==> config.mk <==
export PLATFORM = sky130hd
export DESIGN_NAME = slot_arbiter_flat
export DESIGN_NICKNAME = d
export VERILOG_FILES = /design/src/rtl/slot_arbiter_if.sv /design/src/rtl/slot_arbiter.sv /design/src/flat_wrapper.sv
export SDC_FILE = /design/constraint.sdc
export NUM_CORES = 1
export LEC_CHECK = 0
export CAP_MARGIN = 20
export CORE_MARGIN = 10
export CORE_UTILIZATION = 30
export CTS_CLUSTER_SIZE = 28
export DETAILED_ROUTE_END_ITERATION = 8
export PLACE_DENSITY = 0.55
export SETUP_SLACK_MARGIN = 0.02
export SKIP_CTS_REPAIR_TIMING = 1
export SLEW_MARGIN = 5
export SYNTH_ARGS = -nofsm -noshare
export SYNTH_HDL_FRONTEND = slang
export SYNTH_SLANG_ARGS = --single-unit
==> constraint.sdc <==
create_clock -name clk -period 2.1 [get_ports clk]
set_clock_uncertainty 0.05 [all_clocks]
set_input_delay 0.21 -clock clk [delete_from_list [all_inputs] [get_ports clk]]
set_output_delay 0.21 -clock clk [all_outputs]
set_load 0.1 [all_outputs]
==> src/rtl/slot_arbiter_if.sv <==
// slot_arbiter_if: bundle between requester blocks and the time-slot arbiter.
//   req        : per-requester request level (requester side drives)
//   gnt        : one-hot grant, all-zero when idle
//   gnt_id     : index of the current holder (holds last holder when idle)
//   busy       : high whenever gnt is non-zero
//   slot_count : phase within the current slot, 0 when idle
//   slot_done  : one-cycle pulse after any slot termination edge
// Handshake: req is a level, not a valid/ready pulse. A requester raises req
// and keeps it high while it wants the resource. It owns the resource in every
// cycle where its gnt bit is high. Dropping req ends the grant at the next edge.
interface slot_arbiter_if #(
  parameter int NREQ = 4,
  parameter int MOD  = 6
) ();
  localparam int CW = $clog2(MOD);
  localparam int IW = $clog2(NREQ);

  logic [NREQ-1:0] req;
  logic [NREQ-1:0] gnt;
  logic [IW-1:0]   gnt_id;
  logic            busy;
  logic [CW-1:0]   slot_count;
  logic            slot_done;

  modport master (
    output req,
    input  gnt, gnt_id, busy, slot_count, slot_done
  );

  modport slave (
    input  req,
    output gnt, gnt_id, busy, slot_count, slot_done
  );
endinterface

==> src/rtl/slot_arbiter.sv <==
// slot_arbiter: round-robin time-slot arbiter over a shared mod-MOD slot counter.
// Ports:
//   clk         : clock, all updates on posedge
//   rst         : asynchronous active-high reset
//   bus         : slot_arbiter_if slave modport (req in; gnt/gnt_id/busy/
//                 slot_count/slot_done out, all registered)
//   dbg_grant_o : FSM state observation, 1 while in GRANT
module slot_arbiter #(
  parameter int NREQ = 4,
  parameter int MOD  = 6
) (
  input  logic          clk,
  input  logic          rst,
  slot_arbiter_if.slave bus,
  output logic          dbg_grant_o
);
  localparam int CW = $clog2(MOD);
  localparam int IW = $clog2(NREQ);

  typedef enum logic {IDLE, GRANT} state_e;

  state_e          state_q;
  logic [NREQ-1:0] gnt_q;
  logic [IW-1:0]   gnt_id_q;
  logic [IW-1:0]   ptr_q;
  logic            busy_q;
  logic [CW-1:0]   cnt_q;
  logic            slot_done_q;

  logic [IW-1:0]   ptr_d;
  logic [IW-1:0]   arb_ptr;
  logic            term;
  logic            win_found;
  logic [IW-1:0]   win_idx;
  logic [IW-1:0]   cand;
  int              k;

  always_comb begin
    // Pointer after the current holder, wrapped explicitly (NREQ may not be 2^n).
    ptr_d = (gnt_id_q == IW'(NREQ - 1)) ? '0 : gnt_id_q + 1'b1;
    term  = (state_q == GRANT) &&
            ((cnt_q == CW'(MOD - 1)) || !bus.req[gnt_id_q]);
    // At a termination edge arbitration already uses the advanced pointer,
    // so the outgoing holder has lowest priority.
    arb_ptr   = (state_q == GRANT) ? ptr_d : ptr_q;
    win_found = 1'b0;
    win_idx   = '0;
    cand      = '0;
    k         = 0;
    for (int i = 0; i < NREQ; i++) begin
      k = int'(arb_ptr) + i;
      if (k >= NREQ) k = k - NREQ;
      cand = IW'(k);
      if (!win_found && bus.req[cand]) begin
        win_found = 1'b1;
        win_idx   = cand;
      end
    end
  end

  always_ff @(posedge clk or posedge rst) begin
    if (rst) begin
      state_q     <= IDLE;
      gnt_q       <= '0;
      gnt_id_q    <= '0;
      ptr_q       <= '0;
      busy_q      <= 1'b0;
      cnt_q       <= '0;
      slot_done_q <= 1'b0;
    end else begin
      slot_done_q <= 1'b0;
      case (state_q)
        IDLE: begin
          if (win_found) begin
            state_q  <= GRANT;
            gnt_q    <= NREQ'(1) << win_idx;
            gnt_id_q <= win_idx;
            busy_q   <= 1'b1;
            cnt_q    <= '0;
          end
        end
        GRANT: begin
          if (term) begin
            ptr_q       <= ptr_d;
            slot_done_q <= 1'b1;
            cnt_q       <= '0;
            if (win_found) begin
              gnt_q    <= NREQ'(1) << win_idx;
              gnt_id_q <= win_idx;
            end else begin
              state_q <= IDLE;
              gnt_q   <= '0;
              busy_q  <= 1'b0;
            end
          end else begin
            cnt_q <= cnt_q + 1'b1;
          end
        end
        default: state_q <= IDLE;
      endcase
    end
  end

  assign bus.gnt        = gnt_q;
  assign bus.gnt_id     = gnt_id_q;
  assign bus.busy       = busy_q;
  assign bus.slot_count = cnt_q;
  assign bus.slot_done  = slot_done_q;
  assign dbg_grant_o    = (state_q == GRANT);
endmodule
==> src/flat_wrapper.sv <==
// flat-port wrapper written by rule: the top's interface ports become plain ports
module slot_arbiter_flat 
#(
  parameter int NREQ = 4,
  parameter int MOD  = 6
)
  (clk, rst, dbg_grant_o, bus_req, bus_gnt, bus_gnt_id, bus_busy, bus_slot_count, bus_slot_done);
  slot_arbiter_if #(.NREQ(NREQ), .MOD(MOD)) bus_i ();
  input  logic clk;
  input  logic rst;
  output logic dbg_grant_o;
  input wire logic [$bits(bus_i.req)-1:0] bus_req;
  output wire logic [$bits(bus_i.gnt)-1:0] bus_gnt;
  output wire logic [$bits(bus_i.gnt_id)-1:0] bus_gnt_id;
  output wire logic [$bits(bus_i.busy)-1:0] bus_busy;
  output wire logic [$bits(bus_i.slot_count)-1:0] bus_slot_count;
  output wire logic [$bits(bus_i.slot_done)-1:0] bus_slot_done;
  assign bus_i.req = bus_req;
  assign bus_gnt = bus_i.gnt;
  assign bus_gnt_id = bus_i.gnt_id;
  assign bus_busy = bus_i.busy;
  assign bus_slot_count = bus_i.slot_count;
  assign bus_slot_done = bus_i.slot_done;
  slot_arbiter #(.NREQ(NREQ), .MOD(MOD)) u_core (.clk(clk), .rst(rst), .bus(bus_i), .dbg_grant_o(dbg_grant_o));
endmodule
==> results of run 1 <==
metrics by stage:
step | setup WS, ns | utilization | hold WS (ns) | instances | cell area [sq um]
after CTS | 0.125 | 0.440 | 0.225 | 127 | 1010
after global placement | 0.158 | 0.424 | 0.434 | 123 | 975
final | 0.123 | 0.440 | 0.205 | 127 | 1010
after floorplan | 0.0232 | - | 0.0492 | 73 | 766
after global routing | 0.0559 | 0.440 | 0.235 | 127 | 1010
after detailed placement | 0.124 | 0.424 | 0.433 | 123 | 975
worst max-delay path: cells and delay by family, from the launching register on:
kind,cells,cell delay (ns)
simple gates,1,0.07
mux,1,0.25
flops,1,0.52
compound gates,3,0.73
fa+ha+maj,1,0.26
flip-flops by register name (all words and copies together) (netlist names):
| signal | flops |
|---|---|
| u_core.bus.busy | 1 |
| u_core.bus.gnt | 4 |
| u_core.bus.gnt_id | 2 |
| u_core.bus.slot_count | 3 |
| u_core.bus.slot_done | 1 |
| u_core.dbg_grant_o | 1 |
| u_core.ptr_q | 2 |
final cells by class:
type                            count  area, sq um
Inverter                            3         11.3
Fill cell                         229         1290
Tap cell                           28         35.0
Timing Repair Buffer               23          185
Clock buffer                        4         36.3
Sequential cell                    14          359
Multi-Input combinational cell     55          384
cells in the final DEF, fill, tap and decap left out, drive strengths merged:
| cell type | n |
|---|---|
| buf | 18 |
| dfrtp | 14 |
| nand2 | 11 |
| o21ai | 9 |
| nor2 | 6 |
| clkdlybuf4s50 | 5 |
| a21oi | 5 |
| nand2b | 4 |
| clkbuf | 4 |
| inv | 3 |
| mux2 | 3 |
| ha | 3 |
| a211oi | 2 |
| a22o | 2 |
| and2 | 1 |
| mux2i | 1 |
| and3 | 1 |
| o21a | 1 |
| a311o | 1 |
| mux4 | 1 |
| nand3 | 1 |
| nand4 | 1 |
| a311oi | 1 |
| a31oi | 1 |
per-layer routing:
metal  up-vias  share of wire
met5         -              0
met4         0          0.031
met3         7          0.070
met2        18           0.44
met1       289           0.46
li1        317              -
path summary, 6_finish.rpt:
path                                                   endpoint  slack, ns
setup / recovery                  u_core.bus.gnt[0]$_DFFE_PP0P_       0.12
hold / removal             u_core.bus.slot_count[1]$_DFFE_PP0P_       0.20
setup reg to reg                  u_core.bus.gnt[0]$_DFFE_PP0P_       0.12
hold reg to reg                   u_core.bus.gnt[2]$_DFFE_PP0P_       0.45
max in group asynchronous      u_core.bus.gnt_id[1]$_DFFE_PP0P_       1.38
min in group clk                  u_core.bus.gnt[2]$_DFFE_PP0P_       0.45
kinds of logic (layout without fill, tap and decap cells):
family | after synthesis | after routing | synth area share
simple gates | 25 | 25 | 0.168
mux | 5 | 5 | 0.0941
buf+inv | 4 | 30 | 0.0302
compound gates | 22 | 22 | 0.187
fa+ha+maj | 3 | 3 | 0.0504
flops | 14 | 14 | 0.471
==> results.txt, run 1 <==
- Result of the run: finished clean
* Met1 Resource Use GR: 0.0820
* Clock input transition at the sequential cells of the worst setup and hold paths: 0.09 ns
- At the pin with the least slew margin, the transition time is 0.552 ns.
- The mapped netlist covers 744 sq um.
* Top cell types by occurrence after synthesis: dfrtp_1, nand2_1, nor2_1
- The number of antenna diodes in the final layout is 0.
* Synthesized netlist net count: 82
* Hold WC Path Type: in2async
- The floorplan step defined a die boundary enclosing 4870 sq um.
* TritonCTS Sinks: 14
- Synth top area share: 0.471
* Crit start category: flip-flop
* Row cnt: 17
- CTS built an H-tree with a depth of 1.
- Setup violators final: 0
- In the final routed layout, each cell accounts on average for 13.8 um.
- Post-synth cell types: 26
- GRT Max-Usage Layer: met2
- The initial utilization of the core area, before any placement, comes to 0.324.
* WS Path Type: reg2reg
* Vias in the first global route: 627
- The synthesized design spends more area on one cell type than any other, namely dfrtp_1.
- For this run, global-route usage on met3 was measured as 0.0385.
* CP Launch Point: u_core.bus.gnt_id[0]$_DFFE_PP0P_
- Antenna violations before repair: 0
* Remaining design rule violation count: 0
- Post-synthesis sequential area ratio: 0.471
- Arrival @ worst endpoint: 2.12 ns
* Count of TritonRoute iterations in the first routing pass: 4
- Flip-flop cell with the highest count after synthesis: dfrtp_1
- Vias per inst: 4.97
* Post-layout nets: 109
- Register bit count reported by yosys: 14
- In this run the count of I/O pins placed on the die edge is 18.
- Post-synth EDFFs: 0
- Min cycle time layout: 1.98 ns
- Horiz. Die Dim: 69.8 um
- Core box area: 2300 sq um
* Clock Path Buffers: 2
* CTS tree: yes
* Final setup TNS: 0 ns
- The tree is rooted in a clkbuf_4.
* Total global routing overflow: 0
- In the synthesized netlist the async set-or-reset flop fraction comes to 1.00.
- In the global route stage, overall resource usage came out at 0.0735.
- During placement, the flow inserted port buffers numbering 17.
- During synthesis, Yosys emitted a total of 0 warnings.
- Met2 routing resource usage after global routing: 0.106
- RSZ-0062 raised after global routing: false
* Pin count of the biggest net entering global routing: 15
- Die boundary height: 69.8 um
- Reg-to-Reg Start: u_core.bus.gnt_id[0]$_DFFE_PP0P_
- FF-to-FF path depth: 6
* Total via count in the routed design: 631
- Synthesis produced a netlist whose cell count is 73.
- On the critical path, the stage with the largest delay is an instance of dfrtp_4.
- Weighted congestion reported at the end of routability-driven placement: 0.743
* Ratio of cells with drive above 1 in the final layout: 0.323
- dfrtp_1 is the most common cell in the netlist.
- Of the available clock period, the critical path in the final layout requires 0.942.
* First-iteration detailed-routing DRC count: 21
- For this run, the slowest stage of the critical path takes 0.52 ns.
- Measured against its own limit, the worst slew margin works out to 0.631.
- Relative to the synthesized area, the layout overhead comes to 35.8%.
- Average cell area after synthesis: 10.2 sq um
- DP HPWL: 1.39 mm
- Slew Viols, Final: 0
- The tool flagged a number of max-cap violations equal to 0.
* CP cell instances: ha_4, mux2i_2, nor2_1, o21a_1, a311o_1, a22o_1
- Timing would allow up to 506 MHz.
* Wire length of the first global-routing pass: 2.92 mm
- Critical-path maximum fanout: 6
- After detailed routing, the total wire length is 1.75 mm.
- Clk Latency, worst-skew pair: 0.29 ns
* Crit end category: flip-flop
- Hold Vio Cnt, Final: 0
- Worst EP required: 2.24 ns
- Ranked by total cell area, the synthesized netlist is headed by dfrtp_1, nand2_1, ha_1.
- Buffers inserted during clock tree synthesis total 3.
- Remaining number of nets flagged by the antenna check after routing: 0
Power of run 1 is left out: the tool's default activity adds up to more than one toggle a clock period on the data nets, which glitch-free logic cannot reach.
==> inputs of run 2 (changes only) <==
SETUP_SLACK_MARGIN = 0.05   (was 0.02)
TNS_END_PERCENT = 10   (was not set)
==> results.txt, run 2 (synthesized netlist as in run 1, its figures left out) <==
- The share of the clock period used by the worst path came to 0.927 (-0.0146).
* Post-layout nets: 105 (-3.7%)
* Slew Viols, Final: 0 (unchanged)
- The critical path is of the reg2reg type.
* R2R setup slack: 0.15 ns (+0.03 ns)
- CTS tree: yes
- Number of max-cap violations: 0 (unchanged)
- The sum of overflow across all layers after global routing came to 0 (unchanged).
- Remaining design rule violation count: 0 (unchanged)
- The remaining max-slew budget at the tightest pin was 0.635 (+0.00383).
* FF-to-FF path depth: 6 (unchanged)
- The number of setup violations in the final report is 0 (unchanged).
- Buffer cell driving the clock tree root: clkbuf_4
- The via count came to 623 (-1.3%).
* Flip-flop count of the largest register after layout: 4 (unchanged)
- The number of buffers created by CTS was 3 (unchanged).
- Core box area: 2300 sq um (unchanged)
- Hold WC Path Type: in2async
- First-iteration detailed-routing DRC count: 32 (+52%)
* Clk Latency, worst-skew pair: 0.28 ns (about the same)
- Pin count of the biggest net entering global routing: 15 (unchanged)
- Vias in the first global route: 619 (-1.3%)
- Final setup TNS: 0 ns (unchanged)
* Result of the run: finished clean
* Die footprint: 4870 sq um (unchanged)
- The final weighted congestion in routability-driven placement was 0.674 (-9.3%).
- Total of buffers placed on input and output ports: 17 (unchanged)
* H-tree depth reported by CTS: 1 (unchanged)
- Ports placed on the boundary: 18 (unchanged)
- Diode count: 0 (unchanged)
- Clock input transition at the sequential cells of the worst setup and hold paths: 0.09 ns (about the same)
* Row cnt: 17 (unchanged)
- The required time at the endpoint of the critical path is 2.22 ns (-0.02 ns).
- The die outline height came to 69.8 um (unchanged).
- The share of post-route cells with drive strength above 1 was 0.295 (-0.0285).
- Crit start category: flip-flop
* TritonCTS Sinks: 14 (unchanged)
- Clock Path Buffers: 2 (unchanged)
- The final routed wire length divided by cell count is 13.8 um (+0.36%).
- In this run the critical register-to-register path is captured at u_core.bus.gnt[0]$_DFFE_PP0P_.
* Critical-path maximum fanout: 6 (unchanged)
* Remaining number of nets flagged by the antenna check after routing: 0 (unchanged)
* Reg-to-Reg Start: u_core.bus.gnt_id[0]$_DFFE_PP0P_
- The first-pass GRT wire length was 3.04 mm (+4.0%).
* Horiz. Die Dim: 69.8 um (unchanged)
- Vias per inst: 5.07 (+1.9%)
* Max frequency: 514 MHz (+1.6%)
- Antenna violations before repair: 0 (unchanged)
- Least-Margin Pin Slew: 0.547 ns (-0.00573 ns)
* Arrival @ worst endpoint: 2.07 ns (-0.05 ns)
- Initial core utilization: 0.324 (unchanged)
- Count of TritonRoute iterations in the first routing pass: 4 (unchanged)
- Most common cell after layout, fill and taps aside: buf_4
- Hold Vio Cnt, Final: 0 (unchanged)
* Crit end category: flip-flop
- Overall Global Routing Usage: 0.0756 (+0.00208)
- Area growth from synthesis to final layout: 31.8%
- DP HPWL: 1.38 mm (-0.98%)
- The final critical path time including I/O delays and setup came to 1.95 ns (-0.0306 ns).
* Sum of routed wire length over all layers: 1.70 mm (-2.8%)
- Leaving out fill and tap cells, the most frequent cells in the layout are buf_4, nand2_1, dfrtp_1, nor2_1.
- CP Launch Point: u_core.bus.gnt_id[0]$_DFFE_PP0P_
* RSZ-0062 raised after global routing: false
run 2: per-layer routing:
metal / track usage / wire length, um / up-vias / part of all wire
met3: 0.0442 / 128 / 2 / 0.075
met2: 0.105 / 715 / 19 / 0.42
met4: 0.0261 / 11 / 0 / 0.0065
met5: 0 / 0 / - / 0
li1: - / - / 309 / -
met1: 0.0934 / 845 / 293 / 0.50
run 2: cell type report:
cell class	count	area, sq um
clock buffer	4	36.3
fill	232	1320
inverter	3	11.3
multi-input combinational	55	384
sequential	14	359
tap	28	35.0
timing repair buffer	19	155
run 2: per-stage QoR:
| step | worst slack [ns] | cell area (sq um) | util | cells | hold slack, ns |
|---|---|---|---|---|---|
| 2_1_floorplan | 0.0421 | 766 | - | 73 | 0.0492 |
| 3_3_place_gp | 0.0486 | 945 | 0.411 | 119 | 0.446 |
| 3_5_place_dp | 0.0656 | 945 | 0.411 | 119 | 0.435 |
| 4_1_cts | 0.151 | 981 | 0.427 | 123 | 0.231 |
| 5_1_grt | 0.0518 | 981 | 0.427 | 123 | 0.253 |
| 6_report | 0.153 | 981 | 0.427 | 123 | 0.217 |
run 2: worst max path at each step:
stage	end	slack (ns)	cells after the start
global placement	u_core.ptr_q[1]$_DFFE_PP0P_	0.05	4
CTS	u_core.bus.gnt[0]$_DFFE_PP0P_	0.15	6
finish	u_core.bus.gnt[0]$_DFFE_PP0P_	0.15	6
detailed placement	u_core.ptr_q[0]$_DFFE_PP0P_	0.07	4
floorplan	u_core.ptr_q[0]$_DFFE_PP0P_	0.04	4
global route	u_core.bus.gnt[0]$_DFFE_PP0P_	0.05	6
run 2: worst max-delay path, stage by stage (launching register included):
cell and delay [ns]:
dfrtp_4 0.53, ha_4 0.29, mux2i_2 0.09, and3_1 0.17, o21a_1 0.19, a311o_1 0.31, a22o_1 0.20
Power of run 2 is left out for the same reason.
==> inputs of run 3 (changes only) <==
ABC_AREA = 1   (was not set)
GPL_TIMING_DRIVEN = 0   (was not set)
PLACE_DENSITY = 0.52   (was 0.55)
REMOVE_ABC_BUFFERS = 1   (was not set)
==> results.txt, run 3 <==
* Total via count in the routed design: 1,093 (+75%)
- The number of levels the H-tree was split into came to 1 (unchanged).
- Final setup TNS: 0 ns (unchanged)
* Area growth from synthesis to final layout: 34.9%
- The final routed wire length divided by cell count came to 12.7 um (-7.8%).
* Length of routed met3 wiring: 179 um (+40%)
- Post-synth cell types: 24 (-7.7%)
* Most common cell after layout, fill and taps aside: nand2_1
- CP Launch Point: u_core.bus.gnt_id[0]$_DFFE_PP0P_
- The core area is 3390 sq um (+48%).
- The number of core rows is 21 (+4).
- The clock edge transition at the registers on the reported setup and hold paths came to 0.08 ns (about the same).
- Setup repair after global routing could not meet its margin everywhere.
* Arrival @ worst endpoint: 2.10 ns (+0.03 ns)
- Least-Margin Pin Slew: 0.984 ns (+0.437 ns)
- Post-layout nets: 189 (+80%)
* Top routing layer used: met4
- The number of flip-flops under the largest register name is 4 (unchanged).
- The number of setup violations in the final report came to 0 (unchanged).
- The overall track demand over capacity in global routing was 0.0879 (+0.0123).
* CTS tree: yes
- The DRC violation count after routing was 0 (unchanged).
* Ratio of cells with drive above 1 in the final layout: 0.236 (-0.0588)
- Ports placed on the boundary: 18 (unchanged)
- The largest net degree at the start of global routing is 15 (unchanged).
* Remaining number of nets flagged by the antenna check after routing: 0 (unchanged)
- Yosys top cell by area: dfrtp_1
- Post-Synthesis Cell Area: 1060 sq um (+43%)
* Period utilization: 0.948 (+0.0206)
- Leaving out fill and tap cells, the most frequent cells in the layout are nand2_1, nand3_1, nand2_2, inv_1.
- The number of buffers created by CTS was 3 (unchanged).
- Post-synthesis sequential area ratio: 0.330 (-0.140)
* DP HPWL: 2.11 mm (+53%)
- The number of violations of the max-capacitance limit is 0 (unchanged).
- Weighted congestion reported at the end of routability-driven placement: 0.856 (+27%)
- Reg-to-Reg Start: u_core.bus.gnt_id[0]$_DFFE_PP0P_
- Count of TritonRoute iterations in the first routing pass: 4 (unchanged)
- The final critical-path setup slack was 0.110 ns (-0.0432 ns).
- The worst register-to-register path ends at u_core.bus.gnt[1]$_DFFE_PP0P_.
- The number of enable flip-flop cells after synthesis is 0 (unchanged).
- Critical-path maximum fanout: 14 (+8)
- FF-to-FF path depth: 13 (+7)
- Min cycle time layout: 1.99 ns (+0.0432 ns)
- Post-Layout Inst Area: 1430 sq um (+46%)
- Die footprint: 6320 sq um (+30%)
* Slew Viols, Final: 0 (unchanged)
* Crit start category: flip-flop
- Antenna violations before repair: 0 (unchanged)
* Vias in the first global route: 1,029 (+66%)
- Horiz. Die Dim: 79.5 um (+14%)
- Instance count of the mapped netlist: 155 (+110%)
- The post-route met1 wirelength came to 1.29 mm (+53%).
* WS Path Type: reg2reg
* Top cell types by occurrence after synthesis: nand2_1, nand3_1, dfrtp_1
* Main area contributors after synthesis: dfrtp_1, nand2_1, nand3_1
* Setup slack after placement: -0.125 ns (-0.191 ns)
- Hold Vio Cnt, Final: 0 (unchanged)
- First-iteration detailed-routing DRC count: 69 (+120%)
- Clock Path Buffers: 2 (unchanged)
- The remaining max-slew budget at the tightest pin is 0.343 (-0.292).
- Total global routing overflow: 0 (unchanged)
- The achievable clock frequency came to 503 MHz (-2.2%).
- The register bit count reported by yosys is 14 (unchanged).
* Tightest hold margin: 0.213 ns (-0.00419 ns)
- The overall routed net length came to 2.86 mm (+68%).
* Synth top area share: 0.330 (-0.140)
- Vias per inst: 4.88 (-3.7%)
* Total of buffers placed on input and output ports: 17 (unchanged)
- Total length of routed met2 wires: 1.36 mm (+91%)
* R2R setup slack: 0.11 ns (-0.04 ns)
- The post-place instance area is 1280 sq um (+35%).
- The first-pass GRT wire length came to 4.65 mm (+53%).
- The source-to-sink clock delay at the later pin of the worst-skew pair was 0.27 ns (about the same).
* FFs w/ async S/R, synth: 1.00 (unchanged)
- The root buffer cell chosen for the clock tree is clkbuf_4.
- The count of yosys warnings during synthesis was 0 (unchanged).
- The final-layout fill cell count was 364 (+57%).
- Initial core utilization: 0.313 (-0.0110)
* Result of the run: finished clean
- Crit end category: flip-flop
- Die boundary height: 79.5 um (+14%)
* TritonCTS Sinks: 14 (unchanged)
* Average cell area after synthesis: 6.85 sq um (-33%)
- The required time at the endpoint of the critical path came to 2.21 ns (about the same).
* Diode count: 0 (unchanged)
* Hold WC Path Type: in2async
- Flip-flop cell with the highest count after synthesis: dfrtp_1
* Most common cell in the netlist: nand2_1
-- run 3: changes by cell type after synthesis, sizes merged, moves of 3 or more --
cell / delta
nand2b: -4
inv: +13
o21ai: -3
mux2: -3
nand2: +63
nand3: +20
-- run 3: worst max-delay path by stage --
| stage | end | slack (ns) | cells past startpoint |
|---|---|---|---|
| 2_1_floorplan | u_core.bus.gnt[0]$_DFFE_PP0P_ | -0.51 | 14 |
| 3_3_place_gp | u_core.bus.gnt[2]$_DFFE_PP0P_ | -0.1 | 14 |
| 3_5_place_dp | u_core.bus.gnt[0]$_DFFE_PP0P_ | -0.13 | 14 |
| 4_1_cts | bus_gnt_id[0] | -0.16 | 1 |
| 5_1_grt | u_core.bus.gnt[1]$_DFFE_PP0P_ | -0.07 | 13 |
| 6_report | u_core.bus.gnt[1]$_DFFE_PP0P_ | 0.11 | 13 |
-- run 3: cell type report --
class	instances	area, sq um	share of cell area
Timing Repair Buffer	21	228	0.159
Multi-Input combinational cell	124	704	0.492
Sequential cell	14	354	0.247
Tap cell	46	57.6	0.0402
Inverter	16	65.1	0.0455
Clock buffer	3	22.5	0.0157
-- run 3: cell families (layout without fill, tap and decap cells) --
kind of cell | Yosys count | count (layout) | synth area share
simple gates | 106 | 106 | 0.475
buf+inv | 17 | 40 | 0.0672
flops | 14 | 14 | 0.330
compound gates | 13 | 13 | 0.0743
fa+ha+maj | 4 | 4 | 0.0448
xor+xnor | 1 | 1 | 0.00826
-- run 3: per-stage QoR --
step,util,cells
after global routing,0.422,224
after global placement,0.377,217
after floorplan,-,154
final,0.422,224
after detailed placement,0.377,217
after CTS,0.384,220
-- run 3: worst max-delay path, cell delays in order (launching register included) --
cell and delay (ns):
dfrtp_2 0.46, buf_4 0.17, nand2_2 0.16, nand2_8 0.12, nand2_1 0.09, nand3_1 0.12, nand2_4 0.14, inv_1 0.08
nor2_2 0.12, nand2_2 0.08, nand2_1 0.05, nand2_1 0.08, nand3_1 0.10, nand2_1 0.05
-- run 3: layer usage --
metal / vias up / track usage
met5: - / 0
met2: 22 / 0.138
li1: 548 / -
met4: 0 / 0.0269
met3: 4 / 0.0315
met1: 519 / 0.109
Power of run 3 is left out for the same reason.
